[src/rtl/pulse_burst_pkg.sv]
// Shared types and constants for the pulse burst generator.
package pulse_burst_pkg;

  localparam int unsigned CNT_W  = 4;
  localparam int unsigned PH_MIN = 1;
  localparam int unsigned PH_MAX = 16;

  typedef enum logic [1:0] {
    IDLE = 2'd0,
    HIGH = 2'd1,
    LOW  = 2'd2
  } state_e;

  // Phase counters hold cycles-left-minus-one, so a 16-cycle phase loads as 15.
  function automatic logic [CNT_W-1:0] phase_init(input int unsigned cyc);
    return CNT_W'(cyc - 1);
  endfunction

endpackage

[src/rtl/pulse_burst_gen_dcnt4.sv]
// 4-bit loadable down-counter that saturates at zero, with a registered zero flag.
module dcnt4
  import pulse_burst_pkg::*;
(
  input  logic             clk,
  input  logic             rst_n,
  input  logic             load,
  input  logic [CNT_W-1:0] load_val,
  input  logic             dec,
  output logic [CNT_W-1:0] count,
  output logic             zero
);

  logic [CNT_W-1:0] count_n;

  always_comb begin
    count_n = count;
    if (load) begin
      count_n = load_val;
    end else if (dec && (count != '0)) begin
      count_n = count - CNT_W'(1);
    end
  end

  always_ff @(posedge clk) begin
    if (!rst_n) begin
      count <= '0;
      zero  <= 1'b1;
    end else begin
      count <= count_n;
      zero  <= (count_n == '0);
    end
  end

endmodule

[src/rtl/pulse_burst_gen.sv]
// Emits a burst of N fixed-shape pulses on po after a load handshake.
// Optional end-of-burst strobe 'done' is built only when PULSE_BURST_DONE_EN is defined.
module pulse_burst_gen
  import pulse_burst_pkg::*;
#(
  parameter int unsigned HI_CYC = 1,
  parameter int unsigned LO_CYC = 1
) (
  input  logic             syclk,
  input  logic             srst,
  input  logic             ld_valid,
  input  logic [CNT_W-1:0] ld_count,
  output logic             ld_ready,
  output logic             po,
  output logic             busy,
  output logic [CNT_W-1:0] remain
`ifdef PULSE_BURST_DONE_EN
  ,
  output logic             done
`endif
);

  if ((HI_CYC < PH_MIN) || (HI_CYC > PH_MAX)) begin : g_bad_hi
    $error("pulse_burst_gen: HI_CYC must be within 1..16");
  end
  if ((LO_CYC < PH_MIN) || (LO_CYC > PH_MAX)) begin : g_bad_lo
    $error("pulse_burst_gen: LO_CYC must be within 1..16");
  end

  localparam logic [CNT_W-1:0] HI_INIT = phase_init(HI_CYC);
  localparam logic [CNT_W-1:0] LO_INIT = phase_init(LO_CYC);

  state_e           state, state_n;
  logic             rem_load, rem_dec, rem_zero;
  logic [CNT_W-1:0] rem_val;
  logic             ph_load, ph_dec, ph_zero;
  logic [CNT_W-1:0] ph_val, ph_count;

  dcnt4 u_remain (
    .clk      (syclk),
    .rst_n    (srst),
    .load     (rem_load),
    .load_val (rem_val),
    .dec      (rem_dec),
    .count    (remain),
    .zero     (rem_zero)
  );

  dcnt4 u_phase (
    .clk      (syclk),
    .rst_n    (srst),
    .load     (ph_load),
    .load_val (ph_val),
    .dec      (ph_dec),
    .count    (ph_count),
    .zero     (ph_zero)
  );

  always_ff @(posedge syclk) begin
    if (!srst) begin
      state <= IDLE;
    end else begin
      state <= state_n;
    end
  end

  always_comb begin
    state_n  = state;
    rem_load = 1'b0;
    rem_val  = ld_count - CNT_W'(1);
    rem_dec  = 1'b0;
    ph_load  = 1'b0;
    ph_val   = HI_INIT;
    ph_dec   = 1'b0;
    case (state)
      IDLE: begin
        if (ld_valid && (ld_count != '0)) begin
          state_n  = HIGH;
          rem_load = 1'b1;
          ph_load  = 1'b1;
          ph_val   = HI_INIT;
        end
      end
      HIGH: begin
        if (ph_zero) begin
          state_n = LOW;
          ph_load = 1'b1;
          ph_val  = LO_INIT;
        end else begin
          ph_dec = 1'b1;
        end
      end
      LOW: begin
        // The last LOW phase runs to completion so bursts stay separated.
        if (ph_zero) begin
          if (!rem_zero) begin
            state_n = HIGH;
            rem_dec = 1'b1;
            ph_load = 1'b1;
            ph_val  = HI_INIT;
          end else begin
            state_n = IDLE;
          end
        end else begin
          ph_dec = 1'b1;
        end
      end
      default: state_n = IDLE;
    endcase
  end

  // Outputs are decoded from the next state so they align with the state flop.
  always_ff @(posedge syclk) begin
    if (!srst) begin
      po       <= 1'b0;
      busy     <= 1'b0;
      ld_ready <= 1'b1;
    end else begin
      po       <= (state_n == HIGH);
      busy     <= (state_n != IDLE);
      ld_ready <= (state_n == IDLE);
    end
  end

`ifdef PULSE_BURST_DONE_EN
  logic done_n;

  always_comb begin
    done_n = ((state == IDLE) && ld_valid && (ld_count == '0)) ||
             ((state == LOW) && ph_zero && rem_zero);
  end

  always_ff @(posedge syclk) begin
    if (!srst) begin
      done <= 1'b0;
    end else begin
      done <= done_n;
    end
  end
`endif

endmodule

[config.mk]
export PLATFORM = sky130hd
export DESIGN_NAME = pulse_burst_gen
export DESIGN_NICKNAME = d
export VERILOG_FILES = /design/src/rtl/pulse_burst_pkg.sv /design/src/rtl/pulse_burst_gen_dcnt4.sv /design/src/rtl/pulse_burst_gen.sv
export SDC_FILE = /design/constraint.sdc
export NUM_CORES = 1
export LEC_CHECK = 0
export ABC_AREA = 1
export BUFFER_PORTS_ARGS = -buffer_cell sky130_fd_sc_hd__buf_2
export CORE_MARGIN = 2
export CORE_UTILIZATION = 49
export DETAILED_ROUTE_END_ITERATION = 10
export PLACE_DENSITY = 0.73
export SETUP_SLACK_MARGIN = 0.3
export SLEW_MARGIN = 10
export SYNTH_ARGS = -nofsm -noshare
export SYNTH_HDL_FRONTEND = slang
export SYNTH_SLANG_ARGS = --single-unit
[constraint.sdc]
create_clock -name syclk -period 1.4 [get_ports syclk]
set_input_delay 0.35 -clock syclk [delete_from_list [all_inputs] [get_ports syclk]]
set_output_delay 0.35 -clock syclk [all_outputs]
set_load 0.01 [all_outputs]
## Word-level counts from Yosys, hierarchy flattened

Cells that the tools add are included.

| word-level totals | value |
|---|---|
| register bits | 15 |
| logic and storage cells | 44 |
| output and inout port bits | 7 |
| bits of input ports | 7 |

| cells by class | value |
|---|---|
| equality and inequality tests | 3 |
| reductions and logical operators | 12 |
| add/subtract/negate cells | 3 |
| mux-type cells | 18 |

Operators by type and width:

| cell | number |
|---|---|
| $mux W4 | 4 |
| $reduce_bool A4 Y1 | 3 |
| $sub A4 B1 Y4 const B | 3 |
| $mux W1 | 9 |
| $logic_not A4 Y1 | 2 |
| $mux W2 | 3 |
| $pmux W2 S3 | 1 |
| $eq A2 B1 Y1 const B | 2 |
| $logic_not A2 Y1 | 2 |
| $logic_and A1 B1 Y1 | 3 |
| $pmux W1 S3 | 1 |
| $eq A2 B2 Y1 const B | 1 |
| $reduce_bool A2 Y1 | 1 |
| $reduce_or A2 Y1 | 1 |

## Logic depth before layout (Yosys ltp)

| logic depth | value |
|---|---|
| depth after elaboration | 7 |
| mapped depth | 11 |
| gate-level depth less buffers | 11 |

## Modules after synthesis

Synthesis repeated with hierarchy kept, for this count alone.

| second synthesis, totals | value |
|---|---|
| cell total of the unflattened synthesis | 167 |
| area, all modules | 1,042.2 sq um |

Modules (own cells, without submodules):

| module | sequential area each (sq um) | area an instance (sq um) | cells an instance | instances |
|---|---|---|---|---|
| dcnt4 | 100.1 | 332.8 | 55 | 2 |
| pulse_burst_gen | 100.1 | 376.6 | 57 | 1 |

## Worst setup path before layout

Ideal clock, no wire load.

| timing path | value |
|---|---|
| path kind | register to register |
| start point | reg state[1] |
| end point | reg u_phase.zero |
| buffers on the path | 0 |
| setup time | 0.113 ns |
| arrival | 1.344 ns |
| cell stages (with the launch flop) | 10 |
| setup slack | -0.057 ns |
| period minus slack after synthesis | 1.457 ns |
| data required time | 1.287 ns |
| path through | dfxtp_1 -> inv_1 -> ha_1 -> inv_1 -> nor2_1 -> nand2_1 -> o21ai_0 -> nand2_1 -> nand3_1 -> nand2_1 |

| on the way | value |
|---|---|
| cells in the longest elaborated chain, start to end | 7 |
| elaborated cells on any way between the ends | 10 |
| those cells by class | eq/ne (2); mux (4); reduce/logical (4) |

RTL lines:

| item | RTL line | RTL |
|---|---|---|
| start, declared | pulse_burst_gen.sv:33 | `state_e state, state_n;` |
| start signal, assigned | pulse_burst_gen.sv:63 | `state <= state_n;` |
| $eq A2 B2 Y1 or $eq A2 B1 Y1 (tied branches) | pulse_burst_gen.sv:75 | `case (state)` |
| $reduce_or A2 Y1 (no line) | n/a |  |
| $mux W1 | n/a |  |
| $logic_and A1 B1 Y1 | pulse_burst_gen_dcnt4.sv:20 | `end else if (dec && (count != '0)) begin` |
| $mux W4 | pulse_burst_gen_dcnt4.sv:20 |  |
| $mux W4 (*) | pulse_burst_gen_dcnt4.sv:18 | `if (load) begin` |
| $logic_not A4 Y1 (*) | pulse_burst_gen_dcnt4.sv:31 | `zero <= (count_n == '0);` |
| end signal, assigned | pulse_burst_gen_dcnt4.sv:31 |  |
| end, declared | pulse_burst_gen_dcnt4.sv:11 | `output logic zero` |

Mark *: on every way between the ends. The rest lies on a longest branch, timed or not.
A chain may end at the register's enable or synchronous reset.

## Final worst setup path

Ends and elaborated chain as after synthesis.

==> run_results.csv <==
group,metric,value,unit
power,powerDensity,955,nW/µm²
synthesis,synth.distinct_cells,19,
die,start_util,0.538,
final_layout,drive_gt1_frac,0.439,
placed_design,port_buffers,13,
global_route,grt_pass1_vias,833,
route,dr.pass1.iters,4,
sta,worst_slew_pin_slew,0.315,ns
final_layout,final_area,1350,µm²
sta,skew,0.00413,ns
outcome,outcome,"finished, violations left",
synthesis,ys_ff_latch,15,
synthesis,ys_warn_count,0,
final_layout,syn_to_final_growth,42.1,%
clock_network,clk_latency,0.28,ns
synthesis,syn-instance-count,144,
sta,max_freq,0.709,GHz
placed_design,gp_congestion,0.880,
power,total_power,1.29,mW
clock_network,root_buffer,"clkbuf_4",
critical_path,crit_path_frequent_cell,"nand2_1",
critical_path,path_buf_inv,2,
clock_network,tritoncts,"done",
sta,fin_crit,1.41,ns
critical_path,cp_cell_sequence,"inv_2 -> ha_4 -> inv_2 -> nor2_4 -> nand2_4 -> nand2_1 -> nand2_1 -> o21ai_2 -> nand3_1 -> nand2_1",
die,dieArea,2300,µm²
route,drtIter0Drc,15,
final_layout,fillCellCount,150,
final_layout,final_cell_mix,"34 x nand2_1, 20 x inv_1, 13 x nand3_1, 11 x nor2_1, 9 x buf_4",
critical_path,critical-path-max-stage-delay,0.37,ns
final_layout,post-route-util,0.764,
critical_path,path_delay_family,"simple AND/OR/NAND/NOR gates",
sta,slew_viol_final,0,
synthesis,synth-seq-area-share,0.317,
die,io_pins,14,
clock_network,cts_buffers,3,
route,vias_per_cell,4.85,
sta,rsz0062_at_grt,"yes",
clock_network,htreeDepth,1,
global_route,overflow,0,
final_layout,diodes,0,
outcome,violations,"negative setup slack",
die,fp.dieW,48.0,µm
placed_design,dpl_cell_area,1170,µm²
clock_network,cts.sinks,15,
global_route,grt_max_degree,9,
sta,timing.final.hold_violations,0,
final_layout,fin_nets,186,
sta,final-setup-viol-count,2,
synthesis,synth_area,948,µm²
die,rows,15,
synthesis,syn_area_per_cell,6.59,µm²
run,maxCapViolations,0,
final_layout,layout_commonest_cell,"nand2_1",
clock_network,clkSlewWorstSetupHoldPaths,0.10,ns
global_route,grt_first_pass_wirelength,3570,µm
power,p_leak,0.718,nW
die,core-area,1760,µm²
critical_path,slowest_stage,"dfxtp_2",
critical_path,crit_path_end_kind,"register",
global_route,grt_use_total,0.225,
die,die_y,48.0,µm
route,num_vias,950,
critical_path,cp.required,1.63,ns
critical_path,start_kind,"register",
placed_design,post-dp-hpwl,1670,µm
route,drc_errors,0,
sta,setup_ws,-0.0105,ns
critical_path,worstPathMaxFanout,5,
sta,slew_headroom,0.790,
synthesis,syn_nets,158,
critical_path,path_class,"reg2reg",
sta,finalCritPeriodShare,1.01,
critical_path,critPathArrivalTime,1.64,ns
route,wirelength,2260,µm
route,wl_per_cell,11.5,µm
route,final_antenna_net_count,0,
power,peakVddDrop,0.000590,V
clock_network,clk_path_buf_depth,2,
global_route,antenna_found_initial,0,
hold_path,hold_class,"in2reg",
## cells by family after synthesis
logic type / after synthesis / synth area share
and+or+nand+nor: 80 / 0.393
buffers and inverters: 27 / 0.107
AOI/OAI and AO/OA: 14 / 0.0818
xor gates and xnor gates: 1 / 0.00924
adders and majority gates: 7 / 0.0923
DFF: 15 / 0.317
## path summary, 6_finish.rpt
| kind | depth (start not counted) | slack [ns] | from | endpoint |
|---|---|---|---|---|
| setup reg to reg | 10 | -0.01 | state[1]$_SDFF_PN0_ | u_phase.zero$_SDFF_PN1_ |
| hold reg to reg | 4 | 0.61 | u_phase.count[0]$_SDFF_PN0_ | u_phase.count[0]$_SDFF_PN0_ |
| hold / removal | 2 | 0.29 | srst | u_remain.zero$_SDFF_PN1_ |
| setup / recovery | 10 | -0.01 | state[1]$_SDFF_PN0_ | u_phase.zero$_SDFF_PN1_ |
## repair_timing
item,in CTS,in global routing
pin swaps,3,8
setup endpoints to repair,19,20
setup buffers,2,0
hold buffers,0,0
resized for setup,19,18
gates cloned,0,0
## per-layer routing
layer | GRT usage | routed length [µm]
met3 | 0.0340 | 53
met4 | 0.0649 | 13
met1 | 0.293 | 1060
met5 | 0 | 0
met2 | 0.384 | 1140
## layout make-up
type	count	area, µm²	share of cell area
clock buffer	4	26.3	0.0195
tap	25	31.3	0.0232
timing repair buffer	23	175	0.130
sequential	15	309	0.229
inverter	27	105	0.0780
multi-input combinational	102	701	0.520
## stage by stage
step	TNS (ns)	setup slack, ns	cells	hold slack (ns)
3_3_place_gp	-0.0395	-0.0395	190	0.545
6_report	-0.0193	-0.0105	196	0.292
2_1_floorplan	0	0.0863	144	0.412
3_5_place_dp	-0.0732	-0.0588	190	0.549
5_1_grt	-0.360	-0.0848	196	0.276
4_1_cts	0	0.0171	196	0.282
## worst reg2reg max path, cell delays in order (launching register included)
cell     delay, ns
dfxtp_2       0.37
inv_2         0.06
ha_4          0.26
inv_2         0.04
nor2_4        0.15
nand2_4       0.09
nand2_1       0.07
nand2_1       0.07
o21ai_2       0.11
nand3_1       0.08
nand2_1       0.06
## state kept, by name, indices dropped and copies added (netlist names)
| name | count |
|---|---|
| u_remain.count | 4 |
| u_remain.zero | 1 |
| u_phase.zero | 1 |
| state | 2 |
| ld_ready | 1 |
| po | 1 |
| u_phase.count | 4 |
| busy | 1 |
## cells in the mapped netlist
library cell | instances | area (µm²)
nand2_1 | 43 | 161
inv_1 | 26 | 97.6
nand3_1 | 16 | 80.1
dfxtp_1 | 15 | 300
nor2_1 | 12 | 45.0
a21oi_1 | 7 | 35.0
ha_1 | 7 | 87.6
o21ai_0 | 4 | 20.0
nand3_2 | 3 | 30.0
nand2_2 | 2 | 12.5
a21oi_2 | 1 | 8.76
clkinv_1 | 1 | 3.75
nand2_4 | 1 | 11.3
nor2_8 | 1 | 20.0
o21ai_1 | 1 | 5.00
o21ai_2 | 1 | 8.76
or2_1 | 1 | 6.26
or2_2 | 1 | 6.26
xor2_1 | 1 | 8.76
## report_power, final
part	switching (mW)	total (mW)	internal, mW
Clock	0.144	0.254	0.110
Sequential	0.0355	0.511	0.476
Combinational	0.282	0.522	0.240
Power figures use the tool's default switching activity.
